[config.mk]
export PLATFORM = sky130hd
export DESIGN_NAME = uni_shift_reg_p
export DESIGN_NICKNAME = d
export VERILOG_FILES = /design/src/rtl/uni_shift_reg_p.sv
export SDC_FILE = /design/constraint.sdc
export NUM_CORES = 1
export LEC_CHECK = 0
export CAP_MARGIN = 15
export CORE_ASPECT_RATIO = 0.9
export CORE_UTILIZATION = 25
export CTS_CLUSTER_DIAMETER = 30
export CTS_CLUSTER_SIZE = 20
export DETAILED_ROUTE_END_ITERATION = 8
export GPL_TIMING_DRIVEN = 0
export MAX_ROUTING_LAYER = met4
export SETUP_SLACK_MARGIN = 0.02
export SLEW_MARGIN = 20
export SYNTH_ARGS = -nofsm -noshare
export SYNTH_HDL_FRONTEND = slang
export SYNTH_SLANG_ARGS = --single-unit
[constraint.sdc]
create_clock -name clk -period 1.65 [get_ports clk]
set_input_delay 0.165 -clock clk [delete_from_list [all_inputs] [get_ports clk]]
set_output_delay 0.165 -clock clk [all_outputs]
set_load 0.02 [all_outputs]
[src/rtl/uni_shift_reg_p.sv]
// rtl/uni_shift_reg_p.sv - parametrised universal shift register with word counter (rotate modes gated by USR_ROTATE_EN)
module uni_shift_reg_p #(
    parameter int               WIDTH   = 8,
    parameter logic [WIDTH-1:0] RST_VAL = '0
) (
    input  logic             clk,
    input  logic             rst,
    input  logic             en,
    input  logic [2:0]       mode,
    input  logic [WIDTH-1:0] din,
    input  logic             sin_r,
    input  logic             sin_l,
    output logic [WIDTH-1:0] q,
    output logic             sout_r,
    output logic             sout_l,
    output logic             word_done,
    output logic             mode_err
);

    localparam int CW = $clog2(WIDTH + 1);

    localparam logic [2:0] MODE_HOLD  = 3'd0;
    localparam logic [2:0] MODE_SHR   = 3'd1;
    localparam logic [2:0] MODE_SHL   = 3'd2;
    localparam logic [2:0] MODE_LOAD  = 3'd3;
    localparam logic [2:0] MODE_ROTR  = 3'd4;
    localparam logic [2:0] MODE_ROTL  = 3'd5;
    localparam logic [2:0] MODE_ASR   = 3'd6;
    localparam logic [2:0] MODE_CLEAR = 3'd7;

    localparam logic DIR_RIGHT = 1'b0;
    localparam logic DIR_LEFT  = 1'b1;

    localparam logic [CW-1:0] CNT_ONE  = CW'(1);
    localparam logic [CW-1:0] CNT_FULL = CW'(WIDTH);

    // Architectural state
    logic [WIDTH-1:0] data_q,      data_d;
    logic             sout_r_q,    sout_r_d;
    logic             sout_l_q,    sout_l_d;
    logic [CW-1:0]    cnt_q,       cnt_d;
    logic             dir_q,       dir_d;
    logic             word_done_q, word_done_d;
    logic             mode_err_q,  mode_err_d;

    // Decoded operation class for this cycle
    logic             shift_valid;
    logic             shift_dir;
    logic             cnt_clear;
    logic             bad_mode;
    logic [CW-1:0]    cnt_inc;

    // Data path: next register contents and serial-out bits
    always_comb begin
        data_d   = data_q;
        sout_r_d = sout_r_q;
        sout_l_d = sout_l_q;
        if (en) begin
            case (mode)
                MODE_SHR: begin
                    data_d   = {sin_r, data_q[WIDTH-1:1]};
                    sout_r_d = data_q[0];
                end
                MODE_SHL: begin
                    data_d   = {data_q[WIDTH-2:0], sin_l};
                    sout_l_d = data_q[WIDTH-1];
                end
                MODE_LOAD: begin
                    data_d = din;
                end
`ifdef USR_ROTATE_EN
                MODE_ROTR: begin
                    data_d   = {data_q[0], data_q[WIDTH-1:1]};
                    sout_r_d = data_q[0];
                end
                MODE_ROTL: begin
                    data_d   = {data_q[WIDTH-2:0], data_q[WIDTH-1]};
                    sout_l_d = data_q[WIDTH-1];
                end
`endif
                MODE_ASR: begin
                    data_d   = {data_q[WIDTH-1], data_q[WIDTH-1:1]};
                    sout_r_d = data_q[0];
                end
                MODE_CLEAR: begin
                    data_d = RST_VAL;
                end
                default: begin
                    // HOLD, and rotates in a build without rotate support
                end
            endcase
        end
    end

    // Classify the op: which shifts count toward a word, which ops clear the count
    always_comb begin
        shift_valid = 1'b0;
        shift_dir   = DIR_RIGHT;
        cnt_clear   = 1'b0;
        bad_mode    = 1'b0;
        if (en) begin
            case (mode)
                MODE_SHR, MODE_ASR: begin
                    shift_valid = 1'b1;
                    shift_dir   = DIR_RIGHT;
                end
                MODE_SHL: begin
                    shift_valid = 1'b1;
                    shift_dir   = DIR_LEFT;
                end
                MODE_ROTR: begin
`ifdef USR_ROTATE_EN
                    shift_valid = 1'b1;
                    shift_dir   = DIR_RIGHT;
`else
                    bad_mode    = 1'b1;
`endif
                end
                MODE_ROTL: begin
`ifdef USR_ROTATE_EN
                    shift_valid = 1'b1;
                    shift_dir   = DIR_LEFT;
`else
                    bad_mode    = 1'b1;
`endif
                end
                MODE_LOAD, MODE_CLEAR: begin
                    cnt_clear = 1'b1;
                end
                default: begin
                    // HOLD leaves the counter alone
                end
            endcase
        end
    end

    // Word counter: restart on direction change, wrap and pulse at WIDTH
    always_comb begin
        cnt_d       = cnt_q;
        dir_d       = dir_q;
        word_done_d = 1'b0;
        cnt_inc     = (shift_dir == dir_q) ? (cnt_q + CNT_ONE) : CNT_ONE;
        if (cnt_clear) begin
            cnt_d = '0;
        end else if (shift_valid) begin
            dir_d = shift_dir;
            if (cnt_inc == CNT_FULL) begin
                cnt_d       = '0;
                word_done_d = 1'b1;
            end else begin
                cnt_d = cnt_inc;
            end
        end
    end

    // Unsupported-mode flag; only rotates can be unsupported
    always_comb begin
`ifdef USR_ROTATE_EN
        mode_err_d = 1'b0;
`else
        mode_err_d = bad_mode;
`endif
    end

    // State register with synchronous reset overriding en/mode
    always_ff @(posedge clk) begin
        if (rst) begin
            data_q      <= RST_VAL;
            sout_r_q    <= 1'b0;
            sout_l_q    <= 1'b0;
            cnt_q       <= '0;
            dir_q       <= DIR_RIGHT;
            word_done_q <= 1'b0;
            mode_err_q  <= 1'b0;
        end else begin
            data_q      <= data_d;
            sout_r_q    <= sout_r_d;
            sout_l_q    <= sout_l_d;
            cnt_q       <= cnt_d;
            dir_q       <= dir_d;
            word_done_q <= word_done_d;
            mode_err_q  <= mode_err_d;
        end
    end

    assign q         = data_q;
    assign sout_r    = sout_r_q;
    assign sout_l    = sout_l_q;
    assign word_done = word_done_q;
    assign mode_err  = mode_err_q;

endmodule

; ---- Word level (Yosys, flattened, before mapping)
; Index checks and enable logic that the tools add are counted.
[word_totals]
reg_bits = 17
[classes]
n_addsub = 1
eq_ne = 9
muxes = 11
n_bitwise = 4
reduce_logical = 14
[ops]
columns = operator, n
row1 = 8-bit case mux with 5 select lines, 1
row2 = 3-bit == test (second input constant), 4
row3 = 2-bit OR reduction, 5
row4 = 1-bit 2-to-1 mux, 8
row5 = 4-bit 2-to-1 mux, 2
row6 = 2-bit AND reduction, 4
row7 = 3-bit by 2-bit == test with 1-bit output (second input constant), 2
row8 = 3-bit OR reduction, 2
row9 = 5-bit nonzero test, 1
row10 = 4-bit by 1-bit adder with 4-bit output (second input constant), 1
row11 = 4-bit == test (second input constant), 1
row12 = 1-bit inverter, 4
row13 = 4-bit nonzero test, 1
row14 = 3-bit by 1-bit == test with 1-bit output (second input constant), 1
row15 = 3-bit AND reduction, 1
row16 = 1-bit == test, 1

; ---- Longest topological paths before layout
; Gate-level depths: netlist of run 1.
[logic_depth]
word_depth = 7
ltp_mapped = 6

; ---- Least setup slack after synthesis of run 1
; OpenSTA, ideal clock, no wires.
[synth_path]
path_kind = register to register
start = register dir_q
end = register word_done_q, in the netlist word_done
setup_ns = 0.061
arrival_time_ns = 1.400
t_required_ns = 1.589
path_slack_ns = 0.188
path_stages_with_launch = 6
cell_sequence = dfxtp_1 > buf_6 > or4bb_1 > o211ai_2 > nor3b_4 > and4bb_1
[synth_between]
elab_chain_len = 4
[synth_rtl]
columns = element, line_no
row1 = from (decl), 42  ; logic dir_q, dir_d;
row2 = from (signal assigned), 180  ; dir_q <= dir_d;
row3 = 1-bit == test, 142  ; cnt_inc = (shift_dir == dir_q) ? (cnt_q + CNT_ONE) : CNT_ONE;
row4 = 4-bit 2-to-1 mux, 142
row5 = 4-bit == test, 147  ; if (cnt_inc == CNT_FULL) begin
row6 = 1-bit 2-to-1 mux, 147
row7 = to (signal assigned), 181  ; word_done_q <= word_done_d;
row8 = to (decl), 43  ; logic word_done_q, word_done_d;
; Every way passes these cells.
; A chain may end at the register's enable or synchronous reset.

; ---- Worst setup path in the final report of run 1
; Same ends and word-level chain as after synthesis.

==> impl_metrics.env, run 1 <==
export IMPL_synth_distinct_cells=40
export IMPL_worstReg2RegEnd="word_done"
export IMPL_root_buffer="clkbuf_8"
export IMPL_hp_start="en"
export IMPL_die_w_um=70.3
export IMPL_die_area_um2=4460
export IMPL_ys_flop_type="dfxtp_1"
export IMPL_vias=1042
export IMPL_synth_area_leader_cell="dfxtp_1"
export IMPL_grt_setup_unrepaired="false"
export IMPL_netlist_area_um2=1050
export IMPL_drv_cap=0
export IMPL_hold_path_class="in2reg"
export IMPL_setup_violations=0
export IMPL_synth_warnings=0
export IMPL_nets=171
export IMPL_slew_violations=0
export IMPL_r2r_cells=5
export IMPL_crit_type="reg2reg"
export IMPL_yosysMostFrequentCell="dfxtp_1"
export IMPL_hpwl_um=2050
export IMPL_htreeDepth=1
export IMPL_postLayoutCellArea_um2=1430
export IMPL_fmax_mhz=642
export IMPL_netlist_instances=122
export IMPL_place_area_um2=1360
export IMPL_grt_usage=0.132
export IMPL_crit_path_start_kind="flip-flop"
export IMPL_clock_sinks=17
export IMPL_drtIter0Drc=57
export IMPL_ctsHoldBuffers=0
export IMPL_r2r_slack_ps=90
export IMPL_peakVddDrop_uv=256
export IMPL_overflow=0
export IMPL_ant_nets=0
export IMPL_cts_buffers=3
export IMPL_synth_common_cells="dfxtp_1 (17), a21oi_1 (15), nor2_1 (15)"
export IMPL_hold_violations=0
export IMPL_routed_wirelength_um=2870
export IMPL_grt_pass1_wl_um=4630
export IMPL_intPower_mw=0.717
export IMPL_initial_core_util=0.272
export IMPL_row_count=21
export IMPL_synth_area_leaders="dfxtp_1 (32%), mux2i_1 (7.6%), a21oi_1 (7.2%), nor2_1 (5.4%), a211oi_1 (5.0%)"
export IMPL_grt_pass1_vias=969
export IMPL_period_minus_slack_ps=1560
export IMPL_crit_path_end_kind="flip-flop"
export IMPL_gp_routability_congestion=0.798
export IMPL_drive_gt1_frac=0.131
export IMPL_cpPeakStageDelay_ps=490
export IMPL_finalClockSkew_ps=1.17
export IMPL_p_leak_nw=0.566
export IMPL_rr_startpoint="dir_q"
export IMPL_crit_path_max_fanout=9
export IMPL_p_sw_mw=0.289
export IMPL_clockPowerShare=0.318
export IMPL_drc=0
export IMPL_core_area_um2=3860
export IMPL_die_y_um=63.5
export IMPL_synth_top_area_share=0.324
export IMPL_status="completed"
export IMPL_slowest_stage="or4bb_1"
export IMPL_hold_end="cnt_q[0]"
export IMPL_clkLatencyLatePin_ps=250
export IMPL_tns_ps=0
export IMPL_wl_per_cell_um=14.4
export IMPL_power_density_nw_per_um2=704
export IMPL_syn_num_nets=139
export IMPL_period_share=0.944
export IMPL_comb_power_share=0.236
export IMPL_tritoncts="done"
export IMPL_ios=28
export IMPL_synth_edff_count=0
export IMPL_p_sw_frac=0.288
export IMPL_relSlewSlack=0.634
export IMPL_synthArstFlopShare=0
export IMPL_worstPathRequired_ps=1850
export IMPL_grt_start_max_net_pins=11
export IMPL_io_buffers=25
export IMPL_via_per_inst=5.24
export IMPL_cp_arrival_ps=1760
export IMPL_worstMarginPinSlew_ps=549
export IMPL_synth_avg_cell_area_um2=8.60
export IMPL_p_seq_frac=0.446
export IMPL_area_delta_synth_final_pct=36.2
export IMPL_yosysSeqAreaShare=0.324
export IMPL_first_pass_iters=4
export IMPL_ys_seq_elements=17
export IMPL_clockBufferDepth=2
export IMPL_clkTransAtPathRegs_ps=70
export IMPL_min_path_cells=2
export IMPL_crit_chain="buf_6 -> or4bb_1 -> o211ai_2 -> nor3b_4 -> and4bb_1"
export IMPL_n_antenna_cell=0
export IMPL_antenna_found_initial=0
-- layout by cell type, fill, tap and decap left out, types with 3 or more instances in the layout --
cell type	n
mux2i_1	8
dfxtp_1	17
clkdlybuf4s50_1	23
buf_2	4
a31oi_1	3
a211oi_1	7
nand2b_1	4
a21oi_1	14
inv_1	5
clkbuf_8	3
o21ai_0	3
buf_6	3
nor2_1	15
clkbuf_1	3
-- cell families (layout without fill, tap and decap cells) --
| logic type | Yosys count | after routing | share of synthesized area |
|---|---|---|---|
| adders and majority gates | 2 | 2 | 0.0215 |
| DFF | 17 | 17 | 0.324 |
| AOI/OAI and AO/OA | 40 | 40 | 0.254 |
| buffers and inverters | 14 | 45 | 0.0763 |
| muxes | 9 | 9 | 0.0870 |
| and+or+nand+nor | 38 | 38 | 0.220 |
| xor gates and xnor gates | 2 | 2 | 0.0167 |
-- cell type report --
| cell class | instances | area [um2] |
|---|---|---|
| clock buffers | 4 | 45.0 |
| fillers | 383 | 2430 |
| flip-flops and latches | 17 | 340 |
| repair buffers | 27 | 270 |
| well taps | 46 | 57.6 |
| inverters | 5 | 18.8 |
| plain buffers | 9 | 61.3 |
| multi-input cells | 91 | 637 |
-- sequential cells by signal (all words and copies together), names as in the netlist --
register / flops
mode_err: 1
word_done: 1
sout_l: 1
sout_r: 1
dir_q: 1
cnt_q: 4
q: 8
-- power groups by stage --
stage	clock, mW	combinational, mW	sequential [mW]
floorplan	0	0.118	0.472
global placement	0	0.224	0.457
global route	0.339	0.259	0.452
finish	0.320	0.237	0.449
CTS	0.327	0.231	0.449
detailed placement	0	0.231	0.458
-- routing by layer --
layer	up-vias	part of all wire	track usage
li1	512	-	-
met1	503	0.47	0.168
met2	27	0.48	0.204
met3	0	0.045	0.0464
met4	0	0	0.0225
met5	-	0	-
-- critical path, delay by kind of cell, from the launching register on --
kind / cells / cell delay [ps]
flops: 1 / 310
compound gates: 1 / 90
simple gates: 3 / 970
buf+inv: 1 / 130
-- worst max-delay path by stage --
stage / slack (ps) / from / endpoint
floorplan: 190 / dir_q / word_done
global placement: -190 / mode[0] / word_done
detailed placement: -220 / mode[1] / cnt_q[3]
CTS: 30 / mode[0] / word_done
global route: 30 / dir_q / word_done
finish: 90 / dir_q / word_done
-- timing repair --
item / CTS / global route
resized for setup: 0 / 4
setup endpoints to repair: 0 / 12
setup buffers: 0 / 2
-- stage by stage --
| step | hold WS [ps] | setup slack, ps | total power [mW] | utilization | instances |
|---|---|---|---|---|---|
| detailed placement | 474 | -219 | 0.688 | 0.351 | 193 |
| global placement | 478 | -190 | 0.681 | 0.351 | 193 |
| global route | 276 | 29.6 | 1.05 | 0.370 | 199 |
| floorplan | 237 | 188 | 0.590 | - | 122 |
| finish | 238 | 92.1 | 1.01 | 0.370 | 199 |
| CTS | 238 | 32.8 | 1.01 | 0.363 | 197 |
Note: power is estimated with default switching activity, not from simulation.
==> run 2, diff against run 1 <==
- SKIP_LAST_GASP: unset -> 1
==> results of run 2 <==
Same layout as run 1: the final DEF is identical, and so are final timing and power.
